**src/rtl/pf_arb_pkg.sv**
```systemverilog
// Shared types and constants for the prefetch memory arbiter.
// Consumed by pf_mem_arbiter, its interface and pf_rr_arbiter.
package pf_arb_pkg;

    localparam int DEF_NUM_REQ = 4;
    localparam int DEF_ADDR_W  = 32;
    localparam int DEF_DATA_W  = 32;

    localparam int NUM_PORTS   = 2;
    localparam int PORT_CACHE  = 0;
    localparam int PORT_STRBUF = 1;

    localparam logic TGT_CACHE  = 1'b0;
    localparam logic TGT_STRBUF = 1'b1;

    typedef enum logic [1:0] {
        ST_IDLE      = 2'd0,
        ST_ISSUE     = 2'd1,
        ST_WAIT_DATA = 2'd2,
        ST_RESP      = 2'd3
    } port_state_t;

    // Target encoding a requester must present to be eligible for port p.
    function automatic logic port_target(input int p);
        return (p == PORT_STRBUF) ? TGT_STRBUF : TGT_CACHE;
    endfunction

endpackage

```
**src/rtl/pf_mem_arbiter_if.sv**
```systemverilog
// Bundle of requester, response and memory-port signals for pf_mem_arbiter.
// slave = arbiter side, master = requesters plus cache/store-buffer models.
interface pf_mem_arbiter_if #(
    parameter int NUM_REQ = 4,
    parameter int ADDR_W  = 32,
    parameter int DATA_W  = 32
);
    import pf_arb_pkg::*;

    // Handshakes: a requester raises req_valid_i with stable target/address and
    // holds it until the one-cycle req_grant_o pulse; x_data_req_o is accepted
    // in the cycle wait_x is low, and x_data_ready qualifies x_data_i for one
    // cycle; rsp_valid_o is a one-hot single-cycle strobe qualifying rsp_data_o.
    logic [NUM_REQ-1:0]        req_valid_i;
    logic [NUM_REQ-1:0]        req_target_i;
    logic [NUM_REQ*ADDR_W-1:0] req_addr_i;
    logic [NUM_REQ-1:0]        req_grant_o;
    logic [NUM_REQ-1:0]        rsp_valid_o;
    logic [DATA_W-1:0]         rsp_data_o;

    logic                      cache_data_req_o;
    logic [ADDR_W-1:0]         cache_r_addr_o;
    logic                      wait_cache;
    logic                      cache_data_ready;
    logic [DATA_W-1:0]         cache_data_i;

    logic                      strBuf_data_req_o;
    logic [ADDR_W-1:0]         strBuf_r_addr_o;
    logic                      wait_strBuf;
    logic                      strBuf_data_ready;
    logic [DATA_W-1:0]         strBuf_data_i;

    logic                      busy_o;
    port_state_t               cache_state;
    port_state_t               strbuf_state;

    modport slave (
        input  req_valid_i, req_target_i, req_addr_i,
        output req_grant_o, rsp_valid_o, rsp_data_o,
        output cache_data_req_o, cache_r_addr_o,
        input  wait_cache, cache_data_ready, cache_data_i,
        output strBuf_data_req_o, strBuf_r_addr_o,
        input  wait_strBuf, strBuf_data_ready, strBuf_data_i,
        output busy_o, cache_state, strbuf_state
    );

    modport master (
        output req_valid_i, req_target_i, req_addr_i,
        input  req_grant_o, rsp_valid_o, rsp_data_o,
        input  cache_data_req_o, cache_r_addr_o,
        output wait_cache, cache_data_ready, cache_data_i,
        input  strBuf_data_req_o, strBuf_r_addr_o,
        output wait_strBuf, strBuf_data_ready, strBuf_data_i,
        input  busy_o, cache_state, strbuf_state
    );

endinterface

```
**src/rtl/pf_rr_arbiter.sv**
```systemverilog
// Requester selector: round-robin with a rotating pointer, or fixed priority
// (lowest index wins, no pointer) when PF_ARB_FIXED_PRIO_EN is defined.
module pf_rr_arbiter
    import pf_arb_pkg::*;
#(
    parameter int N     = DEF_NUM_REQ,
    parameter int IDX_W = $clog2(N)
) (
    input  logic             clk,
    input  logic             rst_n,
    input  logic [N-1:0]     req,
    output logic [N-1:0]     gnt,
    output logic [IDX_W-1:0] idx
);

    logic found;
    int   cand;

`ifdef PF_ARB_FIXED_PRIO_EN
    logic unused_clk_rst;
    assign unused_clk_rst = clk ^ rst_n;

    always_comb begin
        gnt   = '0;
        idx   = '0;
        found = 1'b0;
        cand  = 0;
        for (int i = 0; i < N; i++) begin
            if (!found && req[i]) begin
                found  = 1'b1;
                cand   = i;
                gnt[i] = 1'b1;
                idx    = IDX_W'(i);
            end
        end
    end
`else
    logic [IDX_W-1:0] ptr_q;

    // Scan starts at the pointer and wraps, so the last winner goes to the back.
    always_comb begin
        gnt   = '0;
        idx   = '0;
        found = 1'b0;
        cand  = 0;
        for (int i = 0; i < N; i++) begin
            cand = int'(ptr_q) + i;
            if (cand >= N) begin
                cand = cand - N;
            end
            if (!found && req[cand]) begin
                found     = 1'b1;
                gnt[cand] = 1'b1;
                idx       = IDX_W'(cand);
            end
        end
    end

    always_ff @(posedge clk or negedge rst_n) begin
        if (!rst_n) begin
            ptr_q <= '0;
        end else if (found) begin
            ptr_q <= (int'(idx) == N - 1) ? '0 : idx + 1'b1;
        end
    end
`endif

endmodule

```
**src/rtl/pf_mem_arbiter.sv**
```systemverilog
// Arbitrates prefetch-engine reads onto the cache and store-buffer read ports,
// one outstanding read per port. PF_ARB_FIXED_PRIO_EN selects fixed priority.
module pf_mem_arbiter
    import pf_arb_pkg::*;
#(
    parameter int NUM_REQ = DEF_NUM_REQ,
    parameter int ADDR_W  = DEF_ADDR_W,
    parameter int DATA_W  = DEF_DATA_W
) (
    input logic             clk,
    input logic             reset,
    pf_mem_arbiter_if.slave bus
);

    localparam int IDX_W = $clog2(NUM_REQ);

    port_state_t                           state_q [NUM_PORTS];
    logic [NUM_PORTS-1:0]                  data_req_q;
    logic [NUM_PORTS-1:0][ADDR_W-1:0]      addr_q;
    logic [NUM_PORTS-1:0][IDX_W-1:0]       owner_q;
    logic [NUM_PORTS-1:0][DATA_W-1:0]      data_q;

    logic [NUM_PORTS-1:0][NUM_REQ-1:0]     arb_req;
    logic [NUM_PORTS-1:0][NUM_REQ-1:0]     arb_gnt;
    logic [NUM_PORTS-1:0][IDX_W-1:0]       arb_idx;
    logic [NUM_PORTS-1:0][ADDR_W-1:0]      sel_addr;

    logic [NUM_PORTS-1:0]                  mem_wait;
    logic [NUM_PORTS-1:0]                  mem_ready;
    logic [NUM_PORTS-1:0][DATA_W-1:0]      mem_data;

    logic [NUM_REQ-1:0]                    rsp_valid;
    logic [DATA_W-1:0]                     rsp_data;

    assign mem_wait  = {bus.wait_strBuf, bus.wait_cache};
    assign mem_ready = {bus.strBuf_data_ready, bus.cache_data_ready};
    assign mem_data  = {bus.strBuf_data_i, bus.cache_data_i};

    // Only an idle port arbitrates; a requester targets exactly one port, so
    // the two grant vectors can never share a bit. Reset holds grants at 0.
    always_comb begin
        for (int p = 0; p < NUM_PORTS; p++) begin
            arb_req[p] = '0;
            if (reset && state_q[p] == ST_IDLE) begin
                arb_req[p] = bus.req_valid_i &
                             ~(bus.req_target_i ^ {NUM_REQ{port_target(p)}});
            end
        end
    end

    for (genvar g = 0; g < NUM_PORTS; g++) begin : g_arb
        pf_rr_arbiter #(
            .N     (NUM_REQ),
            .IDX_W (IDX_W)
        ) u_arb (
            .clk   (clk),
            .rst_n (reset),
            .req   (arb_req[g]),
            .gnt   (arb_gnt[g]),
            .idx   (arb_idx[g])
        );
    end

    always_comb begin
        for (int p = 0; p < NUM_PORTS; p++) begin
            sel_addr[p] = '0;
            for (int r = 0; r < NUM_REQ; r++) begin
                if (arb_gnt[p][r]) begin
                    sel_addr[p] = bus.req_addr_i[r*ADDR_W +: ADDR_W];
                end
            end
        end
    end

    always_ff @(posedge clk or negedge reset) begin
        if (!reset) begin
            for (int p = 0; p < NUM_PORTS; p++) begin
                state_q[p]    <= ST_IDLE;
                data_req_q[p] <= 1'b0;
                addr_q[p]     <= '0;
                owner_q[p]    <= '0;
                data_q[p]     <= '0;
            end
        end else begin
            for (int p = 0; p < NUM_PORTS; p++) begin
                case (state_q[p])
                    ST_IDLE: begin
                        if (|arb_gnt[p]) begin
                            state_q[p]    <= ST_ISSUE;
                            data_req_q[p] <= 1'b1;
                            addr_q[p]     <= sel_addr[p];
                            owner_q[p]    <= arb_idx[p];
                        end
                    end
                    ST_ISSUE: begin
                        if (!mem_wait[p]) begin
                            data_req_q[p] <= 1'b0;
                            if (mem_ready[p]) begin
                                data_q[p]  <= mem_data[p];
                                state_q[p] <= ST_RESP;
                            end else begin
                                state_q[p] <= ST_WAIT_DATA;
                            end
                        end
                    end
                    ST_WAIT_DATA: begin
                        if (mem_ready[p]) begin
                            data_q[p]  <= mem_data[p];
                            state_q[p] <= ST_RESP;
                        end
                    end
                    ST_RESP: begin
                        // Store buffer yields the response slot to the cache.
                        if (!(p == PORT_STRBUF && state_q[PORT_CACHE] == ST_RESP)) begin
                            state_q[p] <= ST_IDLE;
                        end
                    end
                    default: state_q[p] <= ST_IDLE;
                endcase
            end
        end
    end

    always_comb begin
        rsp_valid = '0;
        rsp_data  = '0;
        if (state_q[PORT_CACHE] == ST_RESP) begin
            rsp_valid[owner_q[PORT_CACHE]] = 1'b1;
            rsp_data                       = data_q[PORT_CACHE];
        end else if (state_q[PORT_STRBUF] == ST_RESP) begin
            rsp_valid[owner_q[PORT_STRBUF]] = 1'b1;
            rsp_data                        = data_q[PORT_STRBUF];
        end
    end

    assign bus.req_grant_o       = arb_gnt[PORT_CACHE] | arb_gnt[PORT_STRBUF];
    assign bus.rsp_valid_o       = rsp_valid;
    assign bus.rsp_data_o        = rsp_data;
    assign bus.cache_data_req_o  = data_req_q[PORT_CACHE];
    assign bus.cache_r_addr_o    = addr_q[PORT_CACHE];
    assign bus.strBuf_data_req_o = data_req_q[PORT_STRBUF];
    assign bus.strBuf_r_addr_o   = addr_q[PORT_STRBUF];
    assign bus.busy_o            = (state_q[PORT_CACHE] != ST_IDLE) ||
                                   (state_q[PORT_STRBUF] != ST_IDLE);
    assign bus.cache_state       = state_q[PORT_CACHE];
    assign bus.strbuf_state      = state_q[PORT_STRBUF];

endmodule

```
**src/flat_wrapper.sv**
```systemverilog
// flat-port wrapper written by rule: the top's interface ports become plain ports
module pf_mem_arbiter_flat import pf_arb_pkg::*;
#(
    parameter int NUM_REQ = DEF_NUM_REQ,
    parameter int ADDR_W  = DEF_ADDR_W,
    parameter int DATA_W  = DEF_DATA_W
)
  (clk, reset, bus_req_valid_i, bus_req_target_i, bus_req_addr_i, bus_req_grant_o, bus_rsp_valid_o, bus_rsp_data_o, bus_cache_data_req_o, bus_cache_r_addr_o, bus_wait_cache, bus_cache_data_ready, bus_cache_data_i, bus_strBuf_data_req_o, bus_strBuf_r_addr_o, bus_wait_strBuf, bus_strBuf_data_ready, bus_strBuf_data_i, bus_busy_o, bus_cache_state, bus_strbuf_state);
  pf_mem_arbiter_if #(.NUM_REQ(NUM_REQ), .ADDR_W(ADDR_W), .DATA_W(DATA_W)) bus_i ();
  input logic clk;
  input logic reset;
  input wire logic [$bits(bus_i.req_valid_i)-1:0] bus_req_valid_i;
  input wire logic [$bits(bus_i.req_target_i)-1:0] bus_req_target_i;
  input wire logic [$bits(bus_i.req_addr_i)-1:0] bus_req_addr_i;
  output wire logic [$bits(bus_i.req_grant_o)-1:0] bus_req_grant_o;
  output wire logic [$bits(bus_i.rsp_valid_o)-1:0] bus_rsp_valid_o;
  output wire logic [$bits(bus_i.rsp_data_o)-1:0] bus_rsp_data_o;
  output wire logic [$bits(bus_i.cache_data_req_o)-1:0] bus_cache_data_req_o;
  output wire logic [$bits(bus_i.cache_r_addr_o)-1:0] bus_cache_r_addr_o;
  input wire logic [$bits(bus_i.wait_cache)-1:0] bus_wait_cache;
  input wire logic [$bits(bus_i.cache_data_ready)-1:0] bus_cache_data_ready;
  input wire logic [$bits(bus_i.cache_data_i)-1:0] bus_cache_data_i;
  output wire logic [$bits(bus_i.strBuf_data_req_o)-1:0] bus_strBuf_data_req_o;
  output wire logic [$bits(bus_i.strBuf_r_addr_o)-1:0] bus_strBuf_r_addr_o;
  input wire logic [$bits(bus_i.wait_strBuf)-1:0] bus_wait_strBuf;
  input wire logic [$bits(bus_i.strBuf_data_ready)-1:0] bus_strBuf_data_ready;
  input wire logic [$bits(bus_i.strBuf_data_i)-1:0] bus_strBuf_data_i;
  output wire logic [$bits(bus_i.busy_o)-1:0] bus_busy_o;
  output wire logic [$bits(bus_i.cache_state)-1:0] bus_cache_state;
  output wire logic [$bits(bus_i.strbuf_state)-1:0] bus_strbuf_state;
  assign bus_i.req_valid_i = bus_req_valid_i;
  assign bus_i.req_target_i = bus_req_target_i;
  assign bus_i.req_addr_i = bus_req_addr_i;
  assign bus_req_grant_o = bus_i.req_grant_o;
  assign bus_rsp_valid_o = bus_i.rsp_valid_o;
  assign bus_rsp_data_o = bus_i.rsp_data_o;
  assign bus_cache_data_req_o = bus_i.cache_data_req_o;
  assign bus_cache_r_addr_o = bus_i.cache_r_addr_o;
  assign bus_i.wait_cache = bus_wait_cache;
  assign bus_i.cache_data_ready = bus_cache_data_ready;
  assign bus_i.cache_data_i = bus_cache_data_i;
  assign bus_strBuf_data_req_o = bus_i.strBuf_data_req_o;
  assign bus_strBuf_r_addr_o = bus_i.strBuf_r_addr_o;
  assign bus_i.wait_strBuf = bus_wait_strBuf;
  assign bus_i.strBuf_data_ready = bus_strBuf_data_ready;
  assign bus_i.strBuf_data_i = bus_strBuf_data_i;
  assign bus_busy_o = bus_i.busy_o;
  assign bus_cache_state = bus_i.cache_state;
  assign bus_strbuf_state = bus_i.strbuf_state;
  pf_mem_arbiter #(.NUM_REQ(NUM_REQ), .ADDR_W(ADDR_W), .DATA_W(DATA_W)) u_core (.clk(clk), .reset(reset), .bus(bus_i));
endmodule
```
**config.mk**
```make
export PLATFORM = sky130hd
export DESIGN_NAME = pf_mem_arbiter_flat
export DESIGN_NICKNAME = d
export VERILOG_FILES = /design/src/rtl/pf_arb_pkg.sv /design/src/rtl/pf_mem_arbiter_if.sv /design/src/rtl/pf_rr_arbiter.sv /design/src/rtl/pf_mem_arbiter.sv /design/src/flat_wrapper.sv
export SDC_FILE = /design/constraint.sdc
export NUM_CORES = 1
export LEC_CHECK = 0
export CORE_MARGIN = 1.5
export CORE_UTILIZATION = 49
export CTS_CLUSTER_SIZE = 16
export DETAILED_ROUTE_END_ITERATION = 8
export PLACE_DENSITY = 0.86
export SKIP_LAST_GASP = 1
export SYNTH_ARGS = -nofsm -noshare
export SYNTH_HDL_FRONTEND = slang
export SYNTH_HIERARCHICAL = 1
export SYNTH_SLANG_ARGS = --single-unit
```
**constraint.sdc**
```tcl
create_clock -name clk -period 10.33 [get_ports clk]
set_clock_uncertainty 0.15 [all_clocks]
set_input_delay 3.099 -clock clk [delete_from_list [all_inputs] [get_ports clk]]
set_output_delay 3.099 -clock clk [all_outputs]
set_load 0.02 [all_outputs]
```
# Yosys cells after proc, flatten, opt, wreduce, memory -nomap -nowiden
# Cells that the tools add are included.
# word_totals
out_inout_bits,111
elab_cells,240
register_bits,142
in_bits,206
# op_classes
mux,115
n_addsub,16
reduce_logical,43
n_bitwise,11
eq_ne,15
n_lt_le_gt_ge,28
# op_table
cell,n
two-way mux 32 bit,22
">= comparator 32 x 1 -> 1 bit, second input constant",8
"< comparator 32 x 4 -> 1 bit, second input constant",8
case mux 32 bit (2 select lines),2
two-way mux 4 bit,12
two-way mux 1 bit,40
two-way mux 2 bit,17
OR 4 bit,7
"subtractor 3 x 3 -> 4 bit, second input constant",6
demux 1 bit (select 2 bit),10
">= comparator 3 bit, second input constant",6
logical AND 1 bit,18
binary-select mux 1 bit (select 2 bit),8
case mux 2 bit (4 select lines),2
"inequality test 2 bit, second input constant",7
"adder 2 x 2 -> 3 bit, second input constant",4
nonzero test 2 bit,6
AND reduction 3 bit,3
bitwise AND 4 bit,2
"== test 2 x 1 -> 1 bit, second input constant",4
"== test 2 bit, second input constant",4
NOT 4 bit,2
AND reduction 2 bit,4
OR reduction 4 bit,2
other kinds (11),24

# Depth between registers and ports, before layout
# Gate-level depths: netlist of the first run.
# depth
word_depth,21
ltp_mapped,16
mapped_depth_nobuf,13

# Modules after synthesis
# The synthesis of the first run kept the hierarchy.
# modules_own_cells
mod,cells_each,area_each_um2,instances,seq_area_each_um2
pf_mem_arbiter,678,7449.6,1,3453.3
pf_rr_arbiter at u_core.g_arb[1].u_arb,72,619.3,1,50.0
pf_rr_arbiter at u_core.g_arb[0].u_arb,55,539.3,1,50.0

# Worst setup path after synthesis of the first run
# Ideal clock, no wire load.
# synth_path
path_type,input -> output
start,in reset
end,out bus_req_grant_o[3]
path_buffers,3
arrival_time_ps,5433
cell_stages,10
setup_slack_ps,1648
required_ps,7081
path_cell_list,nand2_1 nor3b_1 mux4_2 clkbuf_1 nor3b_2 a22oi_1 o21ai_0 buf_2 buf_2 or2_2
# synth_rtl
item,line,rtl
"start, declared",flat_wrapper.sv:11,input logic reset;
"end, declared",flat_wrapper.sv:15,output wire logic [$bits(bus_i.req_grant_o)-1:0] bus_req_grant_o;

==> Implementation_results.wiki, run 1 <==
{| class="wikitable"
! Metric !! Value
|-
| Status || finished, final reports clean
|-
| Seq cells post-synth || 142
|-
| Remaining global-route overflow || 0
|-
| CP Capture Type || primary output
|-
| Core area || 17,200 um2
|-
| Shortest period the worst path allows || 9.59 ns
|-
| Internal power || 2.09 mW
|-
| Class of the worst hold path || flop to flop
|-
| TritonCTS sink count || 142
|-
| CTS Buf Count || 17
|-
| Slack of the critical path || 0.741 ns
|-
| WL final || 29,500 um
|-
| Via count of the first global-routing pass || 8,212
|-
| Setup fix buffers added after clock tree synthesis || 0
|-
| Clk Latency, worst-skew pair || 0.42 ns
|-
| Number of buffers on the longest clock path || 2
|-
| Cell count of the worst hold path || 2
|-
| Main combinational cell family by area after synthesis || compound AO/OA/AOI/OAI gates
|-
| Share of cells above drive strength 1 || 12.6%
|-
| Number of inserted filler cells in the final layout || 1,211
|-
| Buffer and inverter count on the worst path || 2
|-
| Setup violators final || 0
|-
| Worst reg2reg endpoint || u_core/bus.cache_r_addr_o[7]
|-
| Setup Crit Path Kind || input port to primary output
|-
| Pins Over Slew Limit || 0
|-
| Number of gates resized after CTS || 0
|-
| Static leakage power || 4.92 nW
|-
| Switch share || 41.4%
|-
| Mean cell area of the mapped netlist || 10.7 um2
|-
| Cell with the largest stage delay on the worst path || nor3b_1
|-
| Share of total power in the clock network || 17.5%
|-
| Share of the synthesized area in compound gates (AO/OA/AOI/OAI) || 22.8%
|-
| Endpoint, Worst Hold || u_core/bus.cache_r_addr_o[9]
|-
| Pin count of the biggest net entering global routing || 75
|-
| Routability congestion estimate || 0.886
|-
| Via count of the routed design || 8,243
|-
| Path depth of the worst reg2reg path || 13
|-
| Part of the total power dissipated in sequential elements || 28.2%
|-
| Actual transition at the worst max-transition pin || 0.994 ns
|-
| Multiplexer share of the synthesized area || 11.9%
|-
| CP Cell Sequence || buf_6 > nand2_1 > nor3b_1 > mux4_2 > nor2b_1 > nor3b_2 > a22oi_1 > o21ai_0 > or2_2 > clkdlybuf4s50_1
|-
| Required time of the critical path || 7.08 ns
|-
| Die boundary height || 136 um
|-
| Gate count of the mapped netlist || 805
|-
| Routed wire length per instance || 22.4 um
|-
| Total routing usage reported by global routing || 31.7%
|-
| Sw power || 1.48 mW
|-
| Diodes inserted || 0
|-
| Arrival time of the worst setup path || 6.34 ns
|-
| Worst-case setup slack after placement || 0.788 ns
|-
| Main flop type after synthesis || dfrtp_1
|-
| Mapped Nets || 1,039
|-
| Worst path depth || 10
|-
| Period utilisation layout || 92.8%
|-
| CTS H-tree lvls || 4
|-
| Initial Util || 49.9%
|-
| Maximum clock frequency || 0.104 GHz
|-
| CTS tree || built
|-
| Number of synthesis warnings || 6
|-
| Starting DRT DRC Count || 643
|-
| Max Cap Viol || 0
|-
| Share of flip-flops with an asynchronous set or reset || 100%
|-
| Tightest slew margin relative to the limit || 33.8%
|-
| Final hold vios || 0
|-
| Element type at the critical path start || input port
|-
| Number of distinct standard cells referenced by the synthesized netlist || 61
|-
| Avg Vias per Cell || 6.26
|-
| Worst-path fanout max || 33
|-
| First drt pass iteration count || 6
|-
| Number of antenna violations at the first check in global routing || 1
|-
| Synthesized-area fraction occupied by xor and xnor cells || 0.203%
|-
| Power per Cell Area || 289 nW/um2
|-
| Synthesized-area fraction occupied by adder cells || 4.07%
|-
| Fin util || 71.7%
|-
| Max rail drop VDD || 139 uV
|-
| Num ports || 317
|-
| Number of buffers added to fix hold violations after cts || 0
|-
| Worst reg-to-reg setup slack || 5.08 ns
|-
| Combinational cell fraction of total power || 54.2%
|-
| Global-route wire length before repair || 45,000 um
|-
| Worst setup startpoint || reset
|-
| Overall die width || 136 um
|-
| Residual DRC count || 0
|-
| Row Count || 48
|-
| Post-DP HPWL || 19,700 um
|-
| Area growth from synthesis to layout || 43.6%
|-
| Post-route setup TNS || 0 ns
|-
| Cell family contributing the most delay on the critical path || simple AND/OR/NAND/NOR gates
|-
| Simple-gate share of the synthesized area || 14.0%
|-
| Clock tree root driver cell || clkbuf_16
|-
| Clock-pin slew on the worst setup and hold paths || 0.06 ns
|-
| Area enclosed by the die boundary || 18,400 um2
|-
| Critical register-to-register path startpoint || u_core/bus.cache_state[1]
|-
| Count of flip-flops with a built-in enable after synthesis || 0
|-
| Fin nets || 1,313
|-
| Post-detailed-route count of antenna-violating nets || 0
|-
| Sequential cell area fraction in the yosys report || 41.3%
|-
| Longest individual stage delay on the worst path || 0.72 ns
|-
| Port Buf Inserts || 316
|-
| Worst Hold Launch || u_core/bus.cache_r_addr_o[9]
|-
| Cell area after technology mapping || 8610 um2
|-
| RSZ-0062 raised after global routing || no
|}
==> synthesized netlist by cell type, types with 2 or more instances <==
cell type  count  share of area, %
dfrtp_1      142                41
nand2_1       84               3.7
a221oi_1      70               7.1
mux2_2        56               7.3
nor2b_1       40               2.9
nor3b_1       37               3.2
buf_2         33               1.9
o41ai_1       33               3.4
o22ai_1       32               2.3
o31ai_1       32               2.8
a22o_1        31               3.2
ha_1          28               4.1
clkbuf_1      25               1.1
mux2_1        16               2.1
o21ai_0       15              0.87
buf_6         13               1.7
a22oi_1       12               1.0
inv_1         12              0.52
mux4_2         8               2.1
nor2_1         8              0.35
a21oi_1        7              0.41
nand3_1        7              0.41
and3_1         4              0.29
buf_4          4              0.35
nand3b_1       4              0.35
or2_1          4              0.29
or2_2          4              0.29
mux2i_1        3              0.35
nand2b_1       3              0.22
a21o_1         2              0.17
and2_1         2              0.15
nor3_1         2              0.12
o211ai_1       2              0.17
o21a_1         2              0.17
xnor2_1        2              0.20
==> per-stage QoR <==
| stage | total power, mW | instances | area [um2] | hold slack, ns |
|---|---|---|---|---|
| finish | 3.58 | 1317 | 12400 | 0.322 |
| global route | 3.76 | 1317 | 12400 | 0.338 |
| CTS | 3.57 | 1317 | 12400 | 0.325 |
| detailed placement | 2.92 | 1285 | 11800 | 0.310 |
| global placement | 2.87 | 1285 | 11800 | 0.306 |
| floorplan | 2.16 | 805 | 8610 | 0.309 |
==> worst max path at each step <==
stage	slack, ns	endpoint
after floorplan	1.65	bus_req_grant_o[3]
after global placement	0.94	bus_req_grant_o[0]
after detailed placement	0.79	bus_req_grant_o[0]
after CTS	0.77	bus_req_grant_o[0]
after global routing	0.44	bus_req_grant_o[0]
final	0.74	bus_req_grant_o[0]
==> cell type report <==
class | instances | area, um2 | area share (%)
flip-flops and latches | 142 | 3550 | 28.8
multi-input cells | 573 | 4580 | 37.1
well taps | 225 | 282 | 2.28
inverters | 12 | 45.0 | 0.364
repair buffers | 333 | 3290 | 26.6
clock buffers | 18 | 439 | 3.55
clock inverters | 14 | 164 | 1.33
==> cells by family (layout without fill, tap and decap cells) <==
family,count (synthesis),in the layout
fa+ha+maj,28,28
simple gates,212,212
mux,83,83
buf+inv,90,377
xor+xnor,2,2
flops,142,142
compound gates,248,248
==> power by group through the flow <==
stage / clock network [mW] / logic [mW] / registers (mW)
floorplan: 0 / 1.04 / 1.11
global placement: 0 / 1.87 / 0.995
detailed placement: 0 / 1.91 / 1.01
CTS: 0.636 / 1.93 / 1.01
global route: 0.659 / 2.06 / 1.04
finish: 0.627 / 1.94 / 1.01
==> state kept, by name, indices dropped and copies added, names as in the netlist, named ones only <==
signal,flops
u_core/bus.strbuf_state,2
u_core/g_arb.u_arb/ptr_q,3
u_core/bus.strBuf_r_addr_o,32
u_core/data_q,64
u_core/owner_q,4
u_core/bus.cache_r_addr_o,32
u_core/bus.cache_state,2
u_core/data_req_q,2
==> routing by layer <==
layer / vias up / track usage, % / part of all wire (%) / routed length [um]
met5: - / 0 / 0.041 / 12
met4: 2 / 16.2 / 4.6 / 1360
met3: 108 / 5.87 / 7.8 / 2280
met2: 489 / 51.4 / 49 / 14500
met1: 3973 / 40.5 / 38 / 11300
li1: 3671 / - / - / -
==> tightest hold or removal path, delay by kind of cell, from the launching register on <==
kind | cells | cell delay (ns)
compound gates | 1 | 0.05
flops | 1 | 0.34
simple gates | 1 | 0.05
==> layout by cell type, fill, tap and decap left out, drive strengths merged, types with 2 or more instances in the layout <==
| master | netlist | final |
|---|---|---|
| inv | 12 | 21 |
| nor2 | 9 | 9 |
| dfrtp | 142 | 142 |
| mux4 | 8 | 8 |
| o31ai | 32 | 32 |
| mux2 | 72 | 72 |
| o22ai | 32 | 32 |
| nor4 | 3 | 3 |
| nand2 | 84 | 84 |
| a22o | 31 | 31 |
| nand2b | 5 | 5 |
| a21o | 2 | 2 |
| and3 | 4 | 4 |
| and2 | 2 | 2 |
| nor4b | 2 | 2 |
| o21a | 2 | 2 |
| buf | 52 | 18 |
| nand3 | 7 | 7 |
| or2 | 8 | 8 |
| ha | 28 | 28 |
| o21ai | 16 | 16 |
| o211ai | 2 | 2 |
| a21oi | 7 | 7 |
| nor3b | 38 | 38 |
| nand3b | 4 | 4 |
| o41ai | 34 | 34 |
| nor3 | 2 | 2 |
| clkdlybuf4s50 | 0 | 315 |
| clkbuf | 26 | 18 |
| nor2b | 41 | 41 |
| a22oi | 12 | 12 |
| mux2i | 3 | 3 |
| clkinv | 0 | 4 |
| xnor2 | 2 | 2 |
| a221oi | 70 | 70 |
No activity file was read; power rests on OpenSTA's default activity.
==> inputs of run 2 (changes only) <==
--- a/config.mk
+++ b/config.mk
@@ -5,11 +5,12 @@
 export SDC_FILE = /design/constraint.sdc
 export NUM_CORES = 1
 export LEC_CHECK = 0
-export CORE_MARGIN = 1.5
-export CORE_UTILIZATION = 49
+export CORE_MARGIN = 3
+export CORE_UTILIZATION = 50
+export CTS_BUF_LIST = sky130_fd_sc_hd__clkbuf_2
 export CTS_CLUSTER_SIZE = 16
 export DETAILED_ROUTE_END_ITERATION = 8
-export PLACE_DENSITY = 0.86
+export PLACE_DENSITY = 0.88
 export SKIP_LAST_GASP = 1
 export SYNTH_ARGS = -nofsm -noshare
 export SYNTH_HDL_FRONTEND = slang
==> run 2 against run 1 <==
Largest cell class unchanged. Total power down 8.8%. Worst hold slack better by 0.036 ns. Highest routed layer is now met4. Global-route usage down 0.65 points. Design area down 3.0%. Die area up 2.5%.
==> Implementation_results.wiki, run 2 (same netlist as run 1, synthesis figures left out) <==
{| class="wikitable"
! Metric !! Value
|-
| Status || finished, final reports clean
|-
| Pin count of the biggest net entering global routing || 68
|-
| Num ports || 317
|-
| Post-route setup TNS || 0 ns
|-
| Pins Over Slew Limit || 0
|-
| Clock-pin slew on the worst setup and hold paths || 0.24 ns
|-
| Combinational cell fraction of total power || 59.2%
|-
| CP Capture Type || primary output
|-
| Maximum clock frequency || 0.105 GHz
|-
| Residual DRC count || 0
|-
| Most Frequent Cell on Critical Path || clkdlybuf4s50_1
|-
| Critical register-to-register path startpoint || u_core/bus.cache_state[0]
|-
| Share of total power in the clock network || 9.9%
|-
| Required time of the critical path || 7.08 ns
|-
| WL final || 30,100 um
|-
| Class of the worst hold path || flop to flop
|-
| Sw power || 1.45 mW
|-
| Starting DRT DRC Count || 918
|-
| Element type at the critical path start || input port
|-
| Fin nets || 1,313
|-
| Overall die width || 137 um
|-
| Area growth from synthesis to layout || 39.2%
|-
| Number of buffers added to fix hold violations after cts || 0
|-
| TritonCTS sink count || 142
|-
| Flip-flop count of the largest register, all copies and words added || 64
|-
| Static leakage power || 4.76 nW
|-
| Port Buf Inserts || 316
|-
| Via count of the first global-routing pass || 8,048
|-
| Number of gates resized after CTS || 0
|-
| Worst reg-to-reg setup slack || 5.22 ns
|-
| Max Cap Viol || 0
|-
| Largest register by flop count || u_core/data_q
|-
| Endpoint, Worst Hold || u_core/bus.cache_r_addr_o[22]
|-
| Setup Crit Path Kind || input port to primary output
|-
| Worst-path fanout max || 8
|-
| Longest individual stage delay on the worst path || 0.66 ns
|-
| Cell with the largest stage delay on the worst path || nor3b_1
|-
| Global-route wire length before repair || 45,600 um
|-
| Post-detailed-route count of antenna-violating nets || 0
|-
| Cell count of the worst hold path || 2
|-
| Remaining global-route overflow || 0
|-
| Hold Slack || 0.359 ns
|-
| Setup violators final || 0
|-
| Leading cell type in the layout, fill and taps excluded || clkdlybuf4s50_1
|-
| CTS tree || built
|-
| Share of cells above drive strength 1 || 12.5%
|-
| Commonest cells after routing, fill and taps aside || clkdlybuf4s50_1, dfrtp_1, nand2_1
|-
| Worst-case setup slack after placement || 0.878 ns
|-
| RSZ-0062 raised after global routing || no
|-
| Worst reg2reg endpoint || u_core/bus.cache_r_addr_o[31]
|-
| Routability congestion estimate || 0.903
|-
| Setup fix buffers added after clock tree synthesis || 0
|-
| Path depth of the worst reg2reg path || 13
|-
| Cell family contributing the most delay on the critical path || simple AND/OR/NAND/NOR gates
|-
| Number of antenna violations at the first check in global routing || 1
|-
| Max rail drop VDD || 138 uV
|-
| Post-DP HPWL || 21,000 um
|-
| Total placed instance area || 11,800 um2
|-
| Power per Cell Area || 272 nW/um2
|-
| CTS Buf Count || 17
|-
| Slack of the critical path || 0.807 ns
|-
| Switch share || 44.4%
|-
| Row Count || 47
|-
| Part of the total power dissipated in sequential elements || 30.9%
|-
| Buffer and inverter count on the worst path || 2
|-
| Final hold vios || 0
|-
| Internal power || 1.81 mW
|-
| Period utilisation layout || 92.2%
|-
| Via count of the routed design || 8,204
|-
| CTS H-tree lvls || 4
|-
| First drt pass iteration count || 6
|-
| Core area || 16,700 um2
|-
| Number of buffers on the longest clock path || 2
|-
| Summed area of non-filler cells in the final layout || 12,000 um2
|-
| CP Cell Sequence || clkdlybuf4s50_1 > nor3b_1 > mux4_2 > nor2b_1 > nor3b_2 > a22oi_1 > o21ai_0 > or2_2 > clkdlybuf4s50_1
|-
| Area enclosed by the die boundary || 18,800 um2
|-
| Avg Vias per Cell || 6.24
|-
| Worst Hold Launch || u_core/bus.cache_r_addr_o[22]
|-
| Final Total Pwr || 3.26 mW
|-
| Tightest slew margin relative to the limit || 38.5%
|-
| Die boundary height || 137 um
|-
| Clk Latency, worst-skew pair || 0.73 ns
|-
| Routed wire length per instance || 22.9 um
|-
| Shortest period the worst path allows || 9.52 ns
|-
| Initial Util || 51.5%
|-
| Actual transition at the worst max-transition pin || 0.921 ns
|-
| Arrival time of the worst setup path || 6.27 ns
|-
| Clock tree root driver cell || clkbuf_2
|-
| Total routing usage reported by global routing || 31.1%
|}
==> run 2: per-layer routing <==
layer	GRT usage, %	vias up	part of all wire, %
li1	-	3667	-
met1	40.4	3988	37
met2	50.6	470	50
met3	6.76	79	9.0
met4	12.5	0	3.7
met5	0	-	0
==> run 2: how the worst max path moves through the flow <==
stage | endpoint | slack, ns | depth (start not counted) | startpoint
detailed placement | bus_req_grant_o[0] | 0.88 | 9 | bus_req_valid_i[0]
global placement | bus_req_grant_o[0] | 0.98 | 9 | bus_req_valid_i[2]
global route | bus_req_grant_o[0] | 0.64 | 9 | bus_req_valid_i[2]
floorplan | bus_req_grant_o[3] | 1.65 | 10 | reset
finish | bus_req_grant_o[0] | 0.81 | 9 | bus_req_valid_i[2]
CTS | bus_req_grant_o[0] | 0.86 | 9 | bus_req_valid_i[2]
==> run 2: worst min-delay path, delay by kind of cell, from the launching register on <==
kind	cells	cell delay [ns]
AO/OA/AOI/OAI	1	0.05
AND/OR/NAND/NOR	1	0.05
flip-flops	1	0.40
==> run 2: cell type report <==
class                           instances  area, um2
Tap cell                              220        275
Clock buffer                           17       85.1
Clock inverter                         15        139
Inverter                               12       45.0
Timing Repair Buffer                  333       3290
Fill cell                            1225       4720
Multi-Input combinational cell        573       4590
Antenna cell                            2       5.00
Sequential cell                       142       3550
==> run 2: stage by stage <==
stage / cells / util, %
2_1_floorplan: 805 / -
3_3_place_gp: 1280 / 70.4
3_5_place_dp: 1280 / 70.4
4_1_cts: 1312 / 71.7
5_1_grt: 1313 / 71.7
6_report: 1314 / 71.7
==> run 2: power by group through the flow <==
| stage | registers [mW] | logic (mW) | clock network, mW |
|---|---|---|---|
| 5_1_grt | 1.04 | 2.06 | 0.356 |
| 3_3_place_gp | 0.997 | 1.88 | 0 |
| 6_report | 1.01 | 1.93 | 0.323 |
| 3_5_place_dp | 1.02 | 1.92 | 0 |
| 4_1_cts | 1.00 | 1.93 | 0.332 |
| 2_1_floorplan | 1.11 | 1.04 | 0 |
